===== src/rtl/fft_mem_sched_if.sv =====
// Scheduler-to-datapath bundle: start/busy/done handshake, bank read/write
// addresses, swap selects, twiddle address and PE bypass.
`timescale 1ns/1ps
interface fft_mem_sched_if #(
  parameter int AW = 6,
  parameter int SW = 4
);
  logic          start;
  logic          busy;
  logic          done;
  logic [SW-1:0] stage;
  logic [AW-1:0] rd_addr_a;
  logic [AW-1:0] rd_addr_b;
  logic          rd_swap;
  logic [AW-1:0] tf_addr;
  logic          bypass_n;
  logic          wr_en;
  logic [AW-1:0] wr_addr_a;
  logic [AW-1:0] wr_addr_b;
  logic          wr_swap;

  modport master (
    input  start,
    output busy, done, stage,
    output rd_addr_a, rd_addr_b, rd_swap, tf_addr, bypass_n,
    output wr_en, wr_addr_a, wr_addr_b, wr_swap
  );

  modport slave (
    output start,
    input  busy, done, stage,
    input  rd_addr_a, rd_addr_b, rd_swap, tf_addr, bypass_n,
    input  wr_en, wr_addr_a, wr_addr_b, wr_swap
  );
endinterface


===== src/rtl/fft_mem_sched.sv =====
// Stage/address scheduler for the in-place radix-2 FFT: one read per cycle per stage,
// writes follow reads by LAT cycles; stage period M+LAT, done pulses after the final write.
`timescale 1ns/1ps
module fft_mem_sched #(
  parameter int LOG2N = 8,
  parameter int LAT   = 2,
  parameter int SW    = 4
) (
  input  logic           Clk,
  input  logic           Reset_n,
  fft_mem_sched_if.master bus
);
  localparam int            AW         = LOG2N - 2;
  localparam int            DW         = (LAT > 1) ? $clog2(LAT) : 1;
  localparam logic [SW-1:0] LAST_STG   = SW'(LOG2N - 2);
  localparam logic [DW-1:0] DRAIN_LAST = DW'(LAT - 1);

  typedef enum logic [1:0] {IDLE, READ, DRAIN} state_t;

  state_t                 state_q, state_d;
  logic [AW-1:0]          rd_cnt_q, rd_cnt_d;
  logic [DW-1:0]          drn_cnt_q, drn_cnt_d;
  logic [SW-1:0]          stage_q, stage_d;
  logic                   busy_q, busy_d;
  logic                   done_q, done_d;
  logic [LAT-1:0]         pv_q, pv_d;
  logic [LAT-1:0][AW-1:0] pc_q, pc_d;

  logic                   rd_vld;
  logic                   wr_vld;
  logic [AW-1:0]          wr_cnt;
  logic [SW:0]            k_ext;
  logic [AW-1:0]          m_cur;
  logic [AW-1:0]          m_prev;
  logic [AW-1:0]          m_next;

  logic [AW-1:0]          rd_addr_a_c, rd_addr_b_c, tf_addr_c;
  logic [AW-1:0]          wr_addr_a_c, wr_addr_b_c;
  logic                   rd_swap_c, wr_swap_c, bypass_n_c;

  // mask(k): top k bits of an AW-bit word set; k >= AW gives all ones.
  function automatic logic [AW-1:0] mask_f(input logic [SW:0] k);
    return ~({AW{1'b1}} >> k);
  endfunction

  always_comb begin
    state_d   = state_q;
    rd_cnt_d  = rd_cnt_q;
    drn_cnt_d = drn_cnt_q;
    stage_d   = stage_q;
    busy_d    = busy_q;
    done_d    = 1'b0;
    case (state_q)
      IDLE: begin
        if (bus.start) begin
          state_d  = READ;
          rd_cnt_d = '0;
          stage_d  = '0;
          busy_d   = 1'b1;
        end
      end
      READ: begin
        rd_cnt_d = rd_cnt_q + AW'(1);
        if (&rd_cnt_q) begin
          state_d   = DRAIN;
          drn_cnt_d = '0;
        end
      end
      DRAIN: begin
        drn_cnt_d = drn_cnt_q + DW'(1);
        if (drn_cnt_q == DRAIN_LAST) begin
          if (stage_q == LAST_STG) begin
            state_d = IDLE;
            stage_d = '0;
            busy_d  = 1'b0;
            done_d  = 1'b1;
          end else begin
            state_d  = READ;
            rd_cnt_d = '0;
            stage_d  = stage_q + SW'(1);
          end
        end
      end
      default: state_d = IDLE;
    endcase
  end

  assign rd_vld = (state_q == READ);

  // Read-to-write delay line; stage is not carried because DRAIN flushes it first.
  always_comb begin
    pv_d    = '0;
    pc_d    = '0;
    pv_d[0] = rd_vld;
    pc_d[0] = rd_vld ? rd_cnt_q : '0;
    for (int i = 1; i < LAT; i++) begin
      pv_d[i] = pv_q[i-1];
      pc_d[i] = pc_q[i-1];
    end
  end

  assign wr_vld = pv_q[LAT-1];
  assign wr_cnt = pc_q[LAT-1];
  assign k_ext  = {1'b0, stage_q};
  assign m_cur  = mask_f(k_ext);
  assign m_prev = mask_f(k_ext - (SW+1)'(1));
  assign m_next = mask_f(k_ext + (SW+1)'(1));

  always_comb begin
    rd_addr_a_c = '0;
    rd_addr_b_c = '0;
    tf_addr_c   = '0;
    rd_swap_c   = 1'b0;
    if (rd_vld) begin
      rd_addr_a_c = rd_cnt_q;
      rd_addr_b_c = rd_cnt_q ^ m_cur;
      tf_addr_c   = rd_cnt_q << stage_q;
      // Lowest bit of mask(k) is bit AW-k.
      rd_swap_c   = (stage_q != '0) && (|(rd_cnt_q & m_cur & ~m_prev));
    end
  end

  always_comb begin
    wr_addr_a_c = '0;
    wr_addr_b_c = '0;
    wr_swap_c   = 1'b0;
    if (wr_vld) begin
      wr_addr_a_c = wr_cnt;
      wr_addr_b_c = wr_cnt ^ m_cur;
      // Bit just below mask(k), i.e. bit AW-1-k.
      wr_swap_c   = (stage_q != LAST_STG) && (|(wr_cnt & m_next & ~m_cur));
    end
  end

  // Bypass covers the whole last stage, including words still in the PE during DRAIN.
  assign bypass_n_c = ~(busy_q && (stage_q == LAST_STG));

  always_ff @(posedge Clk) begin
    if (!Reset_n) begin
      state_q   <= IDLE;
      rd_cnt_q  <= '0;
      drn_cnt_q <= '0;
      stage_q   <= '0;
      busy_q    <= 1'b0;
      done_q    <= 1'b0;
      pv_q      <= '0;
      pc_q      <= '0;
    end else begin
      state_q   <= state_d;
      rd_cnt_q  <= rd_cnt_d;
      drn_cnt_q <= drn_cnt_d;
      stage_q   <= stage_d;
      busy_q    <= busy_d;
      done_q    <= done_d;
      pv_q      <= pv_d;
      pc_q      <= pc_d;
    end
  end

  assign bus.busy      = busy_q;
  assign bus.done      = done_q;
  assign bus.stage     = stage_q;
  assign bus.rd_addr_a = rd_addr_a_c;
  assign bus.rd_addr_b = rd_addr_b_c;
  assign bus.rd_swap   = rd_swap_c;
  assign bus.tf_addr   = tf_addr_c;
  assign bus.bypass_n  = bypass_n_c;
  assign bus.wr_en     = wr_vld;
  assign bus.wr_addr_a = wr_addr_a_c;
  assign bus.wr_addr_b = wr_addr_b_c;
  assign bus.wr_swap   = wr_swap_c;
endmodule


===== src/flat_wrapper.sv =====
// flat-port wrapper written by rule: the top's interface ports become plain ports
module fft_mem_sched_flat 
#(
  parameter int LOG2N = 8,
  parameter int LAT   = 2,
  parameter int SW    = 4
)
  (Clk, Reset_n, bus_start, bus_busy, bus_done, bus_stage, bus_rd_addr_a, bus_rd_addr_b, bus_rd_swap, bus_tf_addr, bus_bypass_n, bus_wr_en, bus_wr_addr_a, bus_wr_addr_b, bus_wr_swap);
  fft_mem_sched_if #(.AW(6), .SW(SW)) bus_i ();
  input  logic Clk;
  input  logic Reset_n;
  input wire logic [$bits(bus_i.start)-1:0] bus_start;
  output wire logic [$bits(bus_i.busy)-1:0] bus_busy;
  output wire logic [$bits(bus_i.done)-1:0] bus_done;
  output wire logic [$bits(bus_i.stage)-1:0] bus_stage;
  output wire logic [$bits(bus_i.rd_addr_a)-1:0] bus_rd_addr_a;
  output wire logic [$bits(bus_i.rd_addr_b)-1:0] bus_rd_addr_b;
  output wire logic [$bits(bus_i.rd_swap)-1:0] bus_rd_swap;
  output wire logic [$bits(bus_i.tf_addr)-1:0] bus_tf_addr;
  output wire logic [$bits(bus_i.bypass_n)-1:0] bus_bypass_n;
  output wire logic [$bits(bus_i.wr_en)-1:0] bus_wr_en;
  output wire logic [$bits(bus_i.wr_addr_a)-1:0] bus_wr_addr_a;
  output wire logic [$bits(bus_i.wr_addr_b)-1:0] bus_wr_addr_b;
  output wire logic [$bits(bus_i.wr_swap)-1:0] bus_wr_swap;
  assign bus_i.start = bus_start;
  assign bus_busy = bus_i.busy;
  assign bus_done = bus_i.done;
  assign bus_stage = bus_i.stage;
  assign bus_rd_addr_a = bus_i.rd_addr_a;
  assign bus_rd_addr_b = bus_i.rd_addr_b;
  assign bus_rd_swap = bus_i.rd_swap;
  assign bus_tf_addr = bus_i.tf_addr;
  assign bus_bypass_n = bus_i.bypass_n;
  assign bus_wr_en = bus_i.wr_en;
  assign bus_wr_addr_a = bus_i.wr_addr_a;
  assign bus_wr_addr_b = bus_i.wr_addr_b;
  assign bus_wr_swap = bus_i.wr_swap;
  fft_mem_sched #(.LOG2N(LOG2N), .LAT(LAT), .SW(SW)) u_core (.Clk(Clk), .Reset_n(Reset_n), .bus(bus_i));
endmodule

===== config.mk =====
export PLATFORM = sky130hd
export DESIGN_NAME = fft_mem_sched_flat
export DESIGN_NICKNAME = d
export VERILOG_FILES = /design/src/rtl/fft_mem_sched_if.sv /design/src/rtl/fft_mem_sched.sv /design/src/flat_wrapper.sv
export SDC_FILE = /design/constraint.sdc
export NUM_CORES = 1
export LEC_CHECK = 0
export CAP_MARGIN = 5
export CORE_MARGIN = 10
export CORE_UTILIZATION = 30
export DETAILED_ROUTE_END_ITERATION = 6
export SETUP_SLACK_MARGIN = 0.4
export SLEW_MARGIN = 20
export SYNTH_ARGS = -nofsm -noshare
export SYNTH_HDL_FRONTEND = slang
export SYNTH_SLANG_ARGS = --single-unit

===== constraint.sdc =====
create_clock -name Clk -period 6.8 [get_ports Clk]
set_clock_uncertainty 0.15 [all_clocks]
set_input_delay 1.36 -clock Clk [delete_from_list [all_inputs] [get_ports Clk]]
set_output_delay 1.36 -clock Clk [all_outputs]
set_load 0.03 [all_outputs]

==> implementation parameters <==
Parameter                              Value

Critical path
  Worst flop-to-flop path startpoint ... u_core.bus.stage[0]
  Critical path type ... reg -> out
  CP Data Required Time ... ~5.3 ns
  Critical path origin ... u_core.bus.stage[0]
  CP startpoint kind ... flop
  Worst Path Arrival ... just over 3 ns
  Maximum fanout along the worst path ... 18
  Worst setup EP type ... primary output

Drt
  1st-iter DRT viols ... about 120
  Drt total wl ... between 5000 and 6000 µm
  Antenna-violating nets left ... 0
  Number of remaining DRC errors ... 0
  Via count ... around 1700
  Via/cell ratio ... between 5 and 6
  First drt pass iteration count ... 4
  Routed wire per std cell ... ~15 µm

Yosys
  Register area share after synthesis ... between 20 and 30%
  Syn_nets ... roughly 260
  Post-synthesis cell area ... about 0.0019 mm²
  Fraction of synthesis flops using an asynchronous set or reset pin ... 0%
  Dominant cell type by area after synthesis ... sky130_fd_sc_hd__dfxtp_1
  Area share of the largest cell type after synthesis ... around 30%
  Synth Register Bits ... 29
  Number of flops mapped to enable cells by yosys ... 0
  Count of distinct cell types in the synthesized netlist ... 52
  Top-count cell post-synth ... sky130_fd_sc_hd__and2_1
  Commonest cells post-synth ... 30 x sky130_fd_sc_hd__and2_1, 29 x sky130_fd_sc_hd__dfxtp_1, 15 x sky130_fd_sc_hd__a21oi_1, 15 x sky130_fd_sc_hd__nor2_1, 14 x sky130_fd_sc_hd__ha_1
  Cells after Synth ... 239
  Cells taking the most area after synthesis ... sky130_fd_sc_hd__dfxtp_1 30%, sky130_fd_sc_hd__and2_1 9.7%, sky130_fd_sc_hd__ha_1 9.0%
  Synthesized area divided by synthesized cell count ... about 8 µm²
  Flip-flop cell with the highest count after synthesis ... sky130_fd_sc_hd__dfxtp_1
  YS warnings ... 0

Final layout
  Footprint of the multi-input gates ... about 0.0012 mm²
  Filler cell count ... between 600 and 700
  Share of layout cells above drive strength 1 ... around 6.7%
  Count of nets after finishing ... roughly 290
  # diodes ... 0
  Area overhead of the layout relative to synthesis ... 28.18%
  Final core area utilization ... 39.30%
  Area taken by flip-flops and latches ... between 500 and 600 µm²
  Finished Cell Area ... 0.002481 mm²

Min path
  Worst min-delay path startpoint ... u_core.pc_d[11]
  Hold Crit Class ... reg -> reg

Clocking
  Buffer levels on the longest clock path ... 2
  Register clock-pin slew on the reported worst setup and hold paths ... ~0.06 ns
  CTS hold repair buffers ... 0
  CTS tree ... built
  H-tree level count ... 2
  Clock root cell ... sky130_fd_sc_hd__clkbuf_8
  CTS buffer count ... 5
  Number of clock sinks seen by CTS ... 29
  Post-CTS Setup Repair Bufs ... 0
  Worst skew pair latency ... 0.28 ns
  Post-cts gate resize count ... 0

Timing
  Transition time at the pin with the least slew margin ... around 0.64 ns
  Max-slew headroom ... 57.12%
  Timing-limited maximum frequency ... about 220 MHz
  Hold Slack ... around 0.28 ns
  RSZ-0062 raised after global routing ... false
  Min Tclk post-route ... between 4 and 5 ns
  Final setup violation count ... 0
  Final sum of negative setup slack ... 0 ns
  Post-route fraction of the period consumed by the critical path ... 67.77%
  Pins Over Slew Limit ... 0
  Final hold vios ... 0

Pwr
  LEAKAGE ... between 0.9 and 1 nW
  Logic gate share of total power ... 6.2%
  Worst VDD drop ... between 0.1 and 0.15 mV
  Total power draw ... slightly above 0.4 mW
  Share of total power consumed by net switching ... approximately a fifth
  Total power divided by cell area ... between 150 and 200 mW/mm²
  P_sw ... about 0.086 mW
  Clock power share ... between 50% and 60%
  Int Pwr ... between 0.3 and 0.4 mW
  Sequential cell fraction of total power ... a little over two fifths

Global routing
  GRT busiest layer ... met2
  Global-route met3 utilization ... under 10%
  GR met1 Demand/Resource ... 12.86%
  Vias in the first global route ... 1741
  Largest net degree at the start of global routing ... 23
  Antenna violations before repair ... 0
  Global route overflow ... 0
  Wire length of the first global-routing pass ... approximately 8600 µm
  Met2 demand-to-capacity share in global routing ... ~17%
  Overall fraction of global-route tracks in use ... between 10% and 20%

Floorplanning
  Num rows ... 29
  Die footprint ... around 0.010 mm²
  Number of I/O pins ... between 40 and 50
  Die extent in x ... 100.3 µm
  Floorplan Core Area ... around 0.0063 mm²
  Starting utilization of the core area ... a little under a third
  Vertical die dimension ... approximately 100 µm

Place
  GPL Wtd Cong ... 0.8640
  Cell area after placement ... ~0.0023 mm²
  HPWL reported at the end of detailed placement ... 3907 µm
  Count of input and output buffers ... 42

Run
  Maximum capacitance violations ... 0

Run status
  Run status ... finished, final reports clean
## state kept, by name, summed over array words and instances (netlist names)
| register | cells |
|---|---|
| u_core.bus.done | 1 |
| u_core.bus.stage | 4 |
| u_core.drn_cnt_q | 1 |
| u_core.wr_cnt | 6 |
| u_core.state_q | 2 |
| u_core.bus.busy | 1 |
| u_core.rd_cnt_q | 6 |
| u_core.pv_q | 2 |
| u_core.pc_d | 6 |
## critical path, stage by stage, from the launching register on
cell	delay (ns)
sky130_fd_sc_hd__dfxtp_1	0.73
sky130_fd_sc_hd__inv_1	0.22
sky130_fd_sc_hd__ha_1	0.31
sky130_fd_sc_hd__inv_1	0.08
sky130_fd_sc_hd__a21oi_1	0.10
sky130_fd_sc_hd__inv_1	0.10
sky130_fd_sc_hd__ha_1	0.16
sky130_fd_sc_hd__a21oi_1	0.07
sky130_fd_sc_hd__a31oi_1	0.19
sky130_fd_sc_hd__o2111a_1	0.19
sky130_fd_sc_hd__clkdlybuf4s50_1	0.67
## metal layers
| metal | up-vias | part of all wire [%] | wire length (µm) |
|---|---|---|---|
| met5 | - | 0 | 0 |
| met4 | 0 | 1.6 | 83 |
| met3 | 8 | 6.5 | 340 |
| met2 | 50 | 47 | 2455 |
| met1 | 814 | 45 | 2344 |
| li1 | 871 | - | - |
## power by group through the flow
| stage | Clock, mW | Sequential (mW) | Combinational [mW] |
|---|---|---|---|
| floorplan | 0 | 0.179 | 0.0183 |
| global placement | 0 | 0.181 | 0.0255 |
| detailed placement | 0 | 0.181 | 0.0259 |
| CTS | 0.215 | 0.177 | 0.0260 |
| global route | 0.224 | 0.178 | 0.0285 |
| finish | 0.211 | 0.178 | 0.0255 |
## cells in the final DEF, fill, tap and decap left out, types with 7 or more instances in the layout
| cell type | instances |
|---|---|
| sky130_fd_sc_hd__ha_1 | 14 |
| sky130_fd_sc_hd__and2_1 | 30 |
| sky130_fd_sc_hd__dfxtp_1 | 29 |
| sky130_fd_sc_hd__a21oi_1 | 15 |
| sky130_fd_sc_hd__nor2_1 | 15 |
| sky130_fd_sc_hd__nand2_1 | 13 |
| sky130_fd_sc_hd__clkdlybuf4s50_1 | 42 |
| sky130_fd_sc_hd__o21ai_0 | 7 |
| sky130_fd_sc_hd__and3_1 | 7 |
| sky130_fd_sc_hd__inv_1 | 13 |
## cell type report
type,count,area share (%)
clock inverters,3,2.622
multi-input cells,175,47.96
repair buffers,43,17.25
flip-flops and latches,29,23.40
clock buffers,5,2.774
inverters,14,2.118
well taps,77,3.883
## kinds of logic after synthesis
group	count (synthesis)	synth area share [%]
AND/OR/NAND/NOR	103	30.32
AO/OA/AOI/OAI	48	16.48
buffers and inverters	35	8.533
flip-flops	29	29.99
adder cells (fa/ha/maj)	14	9.050
XOR/XNOR	5	2.262
multiplexers	5	3.361
## stage by stage
step	worst slack, ns	std cells
floorplan	3.139	239
global placement	2.587	338
detailed placement	2.525	338
CTS	2.207	346
global route	1.876	346
finish	2.192	346
## worst paths after layout
path	end	slack (ns)	cells after the start
worst max-delay path	bus_rd_swap	2.19	10
worst min-delay path	u_core.wr_cnt[5]	0.28	1
worst max register to register	u_core.rd_cnt_q[3]	4.47	6
worst min register to register	u_core.wr_cnt[5]	0.28	1
Power figures use the tool's default switching activity.
